`src/rtl/axi_arb_pkg.sv`:
```
// Shared types and helpers for the round-robin AXI write-path arbiter.
package axi_arb_pkg;

  typedef enum logic [1:0] {
    IDLE = 2'd0,
    XFER = 2'd1,
    RESP = 2'd2
  } state_t;

  localparam int NUM_M_MAX = 16;
  localparam int IDX_MAX_W = 4;

  // Priority-free encoder: assumes at most one bit of oh is set.
  function automatic logic [IDX_MAX_W-1:0] onehot_to_idx(input logic [NUM_M_MAX-1:0] oh);
    logic [IDX_MAX_W-1:0] idx;
    idx = '0;
    for (int i = 0; i < NUM_M_MAX; i++) begin
      if (oh[i]) idx = idx | IDX_MAX_W'(i);
    end
    return idx;
  endfunction

endpackage

```
`src/rtl/rr_pick.sv`:
```
// Combinational round-robin picker: first set request at or after rr_ptr, scanning upward with wrap.
module rr_pick
  import axi_arb_pkg::*;
#(
  parameter int NUM_M = 4,
  parameter int IDX_W = $clog2(NUM_M)
) (
  input  logic [NUM_M-1:0] req,
  input  logic [IDX_W-1:0] rr_ptr,
  output logic [NUM_M-1:0] win,
  output logic [IDX_W-1:0] idx,
  output logic             any
);

  localparam logic [IDX_W:0] NUM_M_W = (IDX_W+1)'(NUM_M);

  logic [NUM_M-1:0] rot;
  logic [NUM_M-1:0] rot_first;
  logic [IDX_W-1:0] offs;
  logic [IDX_W:0]   sum;

  // Rotate so rr_ptr lands at bit 0, isolate the lowest set bit, then rotate the index back.
  assign rot       = NUM_M'({req, req} >> rr_ptr);
  assign rot_first = rot & (~rot + NUM_M'(1));
  assign offs      = IDX_W'(onehot_to_idx(NUM_M_MAX'(rot_first)));
  assign sum       = {1'b0, rr_ptr} + {1'b0, offs};
  assign idx       = (sum >= NUM_M_W) ? IDX_W'(sum - NUM_M_W) : sum[IDX_W-1:0];
  assign any       = |req;
  assign win       = any ? (NUM_M'(1) << idx) : '0;

endmodule

```
`src/rtl/axi_wr_arbiter_rr.sv`:
```
// N-master round-robin AXI write arbiter; grant held from AW/W until the B handshake.
// Optional high-priority subset selection enabled by defining AXI_WARB_HIPRI_EN.
module axi_wr_arbiter_rr
  import axi_arb_pkg::*;
#(
  parameter  int NUM_M = 4,
  localparam int IDX_W = $clog2(NUM_M)
) (
  input  logic             ACLK,
  input  logic             ARESET,
  input  logic [NUM_M-1:0] m_awvalid,
  input  logic [NUM_M-1:0] m_wvalid,
  input  logic [NUM_M-1:0] m_wlast,
  input  logic [NUM_M-1:0] m_bready,
  input  logic             s_awready,
  input  logic             s_wready,
  input  logic             s_bvalid,
`ifdef AXI_WARB_HIPRI_EN
  input  logic [NUM_M-1:0] m_hipri,
`endif
  output logic [NUM_M-1:0] wgrnt,
  output logic [IDX_W-1:0] wgrnt_idx,
  output logic             busy
);

  state_t           state;
  logic [IDX_W-1:0] rr_ptr;
  logic             aw_done;
  logic             w_done;
  logic             aw_now;
  logic             w_now;
  logic             b_hs;
  logic [NUM_M-1:0] req;
  logic [NUM_M-1:0] pick_req;
  logic [NUM_M-1:0] pick_win;
  logic [IDX_W-1:0] pick_idx;
  logic             pick_any;

  assign req = m_awvalid | m_wvalid;

`ifdef AXI_WARB_HIPRI_EN
  // High-priority requesters, when present, shadow everyone else but share rr_ptr.
  assign pick_req = (|(req & m_hipri)) ? (req & m_hipri) : req;
`else
  assign pick_req = req;
`endif

  rr_pick #(
    .NUM_M (NUM_M),
    .IDX_W (IDX_W)
  ) u_pick (
    .req    (pick_req),
    .rr_ptr (rr_ptr),
    .win    (pick_win),
    .idx    (pick_idx),
    .any    (pick_any)
  );

  // Done flags fold in the current-cycle handshake so AW and WLAST may land in either order or together.
  assign aw_now = aw_done | (m_awvalid[wgrnt_idx] & s_awready);
  assign w_now  = w_done  | (m_wvalid[wgrnt_idx] & s_wready & m_wlast[wgrnt_idx]);
  assign b_hs   = s_bvalid & m_bready[wgrnt_idx];

  always_ff @(posedge ACLK) begin
    if (ARESET) begin
      state     <= IDLE;
      wgrnt     <= '0;
      wgrnt_idx <= '0;
      busy      <= 1'b0;
      rr_ptr    <= '0;
      aw_done   <= 1'b0;
      w_done    <= 1'b0;
    end else begin
      case (state)
        IDLE: begin
          if (pick_any) begin
            wgrnt     <= pick_win;
            wgrnt_idx <= pick_idx;
            busy      <= 1'b1;
            aw_done   <= 1'b0;
            w_done    <= 1'b0;
            state     <= XFER;
          end
        end
        XFER: begin
          aw_done <= aw_now;
          w_done  <= w_now;
          if (aw_now && w_now) state <= RESP;
        end
        RESP: begin
          // The B handshake closes the burst; the owner moves to the back of the rotation.
          if (b_hs) begin
            state   <= IDLE;
            wgrnt   <= '0;
            busy    <= 1'b0;
            aw_done <= 1'b0;
            w_done  <= 1'b0;
            rr_ptr  <= (wgrnt_idx == IDX_W'(NUM_M-1)) ? '0 : wgrnt_idx + IDX_W'(1);
          end
        end
        default: state <= IDLE;
      endcase
    end
  end

endmodule

```
`config.mk`:
```
export PLATFORM = sky130hd
export DESIGN_NAME = axi_wr_arbiter_rr
export DESIGN_NICKNAME = d
export VERILOG_FILES = /design/src/rtl/axi_arb_pkg.sv /design/src/rtl/rr_pick.sv /design/src/rtl/axi_wr_arbiter_rr.sv
export SDC_FILE = /design/constraint.sdc
export NUM_CORES = 1
export LEC_CHECK = 0
export BUFFER_PORTS_ARGS = -buffer_cell sky130_fd_sc_hd__buf_4
export CAP_MARGIN = 25
export CORE_UTILIZATION = 35
export DETAILED_ROUTE_END_ITERATION = 16
export SETUP_SLACK_MARGIN = 0.1
export SLEW_MARGIN = 0
export SYNTH_ARGS = -nofsm -noshare
export SYNTH_HDL_FRONTEND = slang
export SYNTH_SLANG_ARGS = --single-unit
export TNS_END_PERCENT = 100
```
`constraint.sdc`:
```
create_clock -name ACLK -period 7.5 [get_ports ACLK]
set_clock_uncertainty 0.2 [all_clocks]
set_input_delay 1.125 -clock ACLK [delete_from_list [all_inputs] [get_ports ACLK]]
set_output_delay 1.125 -clock ACLK [all_outputs]
set_load 0.01 [all_outputs]
```
==> out/qor.csv <==
metric,value,unit
outcome,completed,
cp.buffers_inverters,1,
report.final.slew_viol_count,0,
cp.depth,10,
grt_pass1_wl,4457,um
initial_core_util,38.60,%
power_switching,85.16,uW
dp.cells,175,
htree_levels,1,
setup_viol,0,
hold_buffers,0,
finalSetupTns,0,ns
route.detailed.drc,0,
cp.required,7.49,ns
hold_ws,0.2845,ns
fin_crit_sh,45.05,%
ant_nets,0,
start_kind,input port,
multi_input_area,701.9,um2
async_flop_share,0,%
synth_seq_cells,13,
cp_slowest_cell,a2111oi_0,
track_usage,18.18,%
dp_hpwl,2017,um
area_delta_synth_final,25.50,%
layoutNonFillerInstCount,179,
ys_seq_area_share,26.26,%
fin_area,1244,um2
gp_congestion,0.7669,
sw_frac_of_total,36.39,%
leakage,0.4951,nW
r2r_end,wgrnt[0],
dpl_worst_slack,3.862,ns
postCtsResizedCells,0,
port_buffers,27,
slowest_delay,0.45,ns
clockBufferDepth,2,
cpMostUsedCell,a2111oi_0,
grt_pass1_vias,969,
wl,2538,um
power_frac_comb,43.5,%
ys.flop_type,dfxtp_1,
synth_cell_type_count,41,
diodes,0,
fin_crit,3.379,ns
worstSetupStartpoint,m_awvalid[0],
power_frac_seq,38.3,%
die_area,3048,um2
fill_cells,265,
final_layout_size_suffix_gt1_share,30.20,%
viasPerCell,5.872,
rows,18,
final_hold_viol_count,0,
totalPowerFinal,234.1,uW
intPower,148.9,uW
syn-cell-area,991.0,um2
setup_ws,4.121,ns
die_h,55.21,um
die_w,55.21,um
ff_latch_area,260.3,um2
power.density,188.2,nW/um2
overflow,0,
synth-edff-count,0,
endpoint,wgrnt[0],
nNetsFinal,176,
dpl-instance-area,1217,um2
numCtsBuffers,3,
path_cells,buf_4 -> or2_2 -> a2111oi_0 -> a21oi_1 -> o21ai_0 -> ha_1 -> a2111oi_0 -> nand2_1 -> a31o_2 -> o211ai_1,
ir_drop,0.1143,mV
cts_setup_buffers,0,
rsz0062_at_grt,no,
fp.coreArea,2567,um2
final_core_util,48.44,%
regToRegStartpoint,rr_ptr[0],
critPathKind,in2reg,
syn_inst,121,
num_io_pins,28,
via_count,1051,
cts_tree,built,
syn_area_per_cell,8.190,um2
hold_class,reg2reg,
layout_commonest_cell,buf_4,
fmaxAchievable,0.2960,GHz
p_clk_share,18.2,%
maxCapViolCount,0,
grt_max_degree,13,
worstPathMaxFanout,5,
slew_headroom,41.91,%
cts_sinks,13,
yosysWarnings,0,
syn_nets,147,
drtPass1Iterations,4,
antenna_found_initial,0,
worst-r2r-cell-count,8,
worstPathArrival,3.37,ns
wl_per_cell,14.18,um
insertion_delay,0.27,ns
root_buffer,clkbuf_4,
r2r_slack,4.93,ns
clk_pin_slew_worst_paths,0.07,ns
cp-end-kind,register,
final_cell_mix,"27 x buf_4, 13 x dfxtp_1, 10 x nor2_1, 10 x nand2_1, 8 x a21oi_1",
drtIter0Drc,56,
path_delay_family,compound AO/OA/AOI/OAI gates,
worst_pin_slew,0.8633,ns
## worst min-delay path: stages (launching register included)
cell and delay, ns:
dfxtp_1 0.32, nand2_1 0.05, o211ai_1 0.07
## layout make-up
cell class | instances | area share, %
clock buffer | 4 | 2.113
inverter | 4 | 1.207
multi-input combinational | 101 | 56.44
sequential | 13 | 20.93
tap | 30 | 3.018
timing repair buffer | 27 | 16.30
## worst min-delay path by stage
stage / startpoint / end / slack (ns) / cells after the start
global placement: wgrnt[0] / wgrnt[0] / 0.26 / 2
finish: wgrnt[1] / wgrnt[1] / 0.28 / 2
CTS: wgrnt[1] / wgrnt[1] / 0.29 / 2
global route: wgrnt[1] / wgrnt[1] / 0.31 / 2
detailed placement: wgrnt[1] / wgrnt[1] / 0.28 / 2
floorplan: state[0] / state[0] / 0.27 / 2
## kinds of logic after synthesis
kind of cell    share of synthesized area (%)
buf+inv                                 2.903
flops                                   26.26
mux                                     7.955
fa+ha+maj                               6.313
compound gates                          31.94
simple gates                            24.62
## flip-flops by register name, summed over array words and instances, names as in the netlist
name / flops
wgrnt_idx: 2
wgrnt: 4
state: 2
w_done: 1
busy: 1
aw_done: 1
rr_ptr: 2
## Yosys cell counts (5+ instances only)
| cell | number | area (um2) |
|---|---|---|
| o21ai_0 | 7 | 35.03 |
| nor2_1 | 10 | 37.54 |
| nand3_1 | 6 | 30.03 |
| nand2b_1 | 5 | 31.28 |
| ha_1 | 5 | 62.56 |
| dfxtp_1 | 13 | 260.3 |
| a21oi_1 | 8 | 40.04 |
| o211ai_1 | 6 | 45.04 |
| nand2_1 | 10 | 37.54 |
## per-layer routing
layer  global-route usage [%]  up-vias  share of wire [%]
li1                         -      523                  -
met1                    23.73      498                 46
met2                    29.26       28                 50
met3                    4.215        2                3.1
met4                    6.429        0               0.83
met5                        0        -                  0
## power by group through the flow
stage               Combinational, mW  Clock (mW)  Sequential (mW)
floorplan                      0.0675           0           0.0904
global placement               0.0994           0           0.0907
detailed placement              0.102           0           0.0912
CTS                             0.102      0.0454           0.0898
global route                    0.114      0.0492           0.0913
finish                          0.102      0.0425           0.0897
No activity file was read; power rests on OpenSTA's default activity.
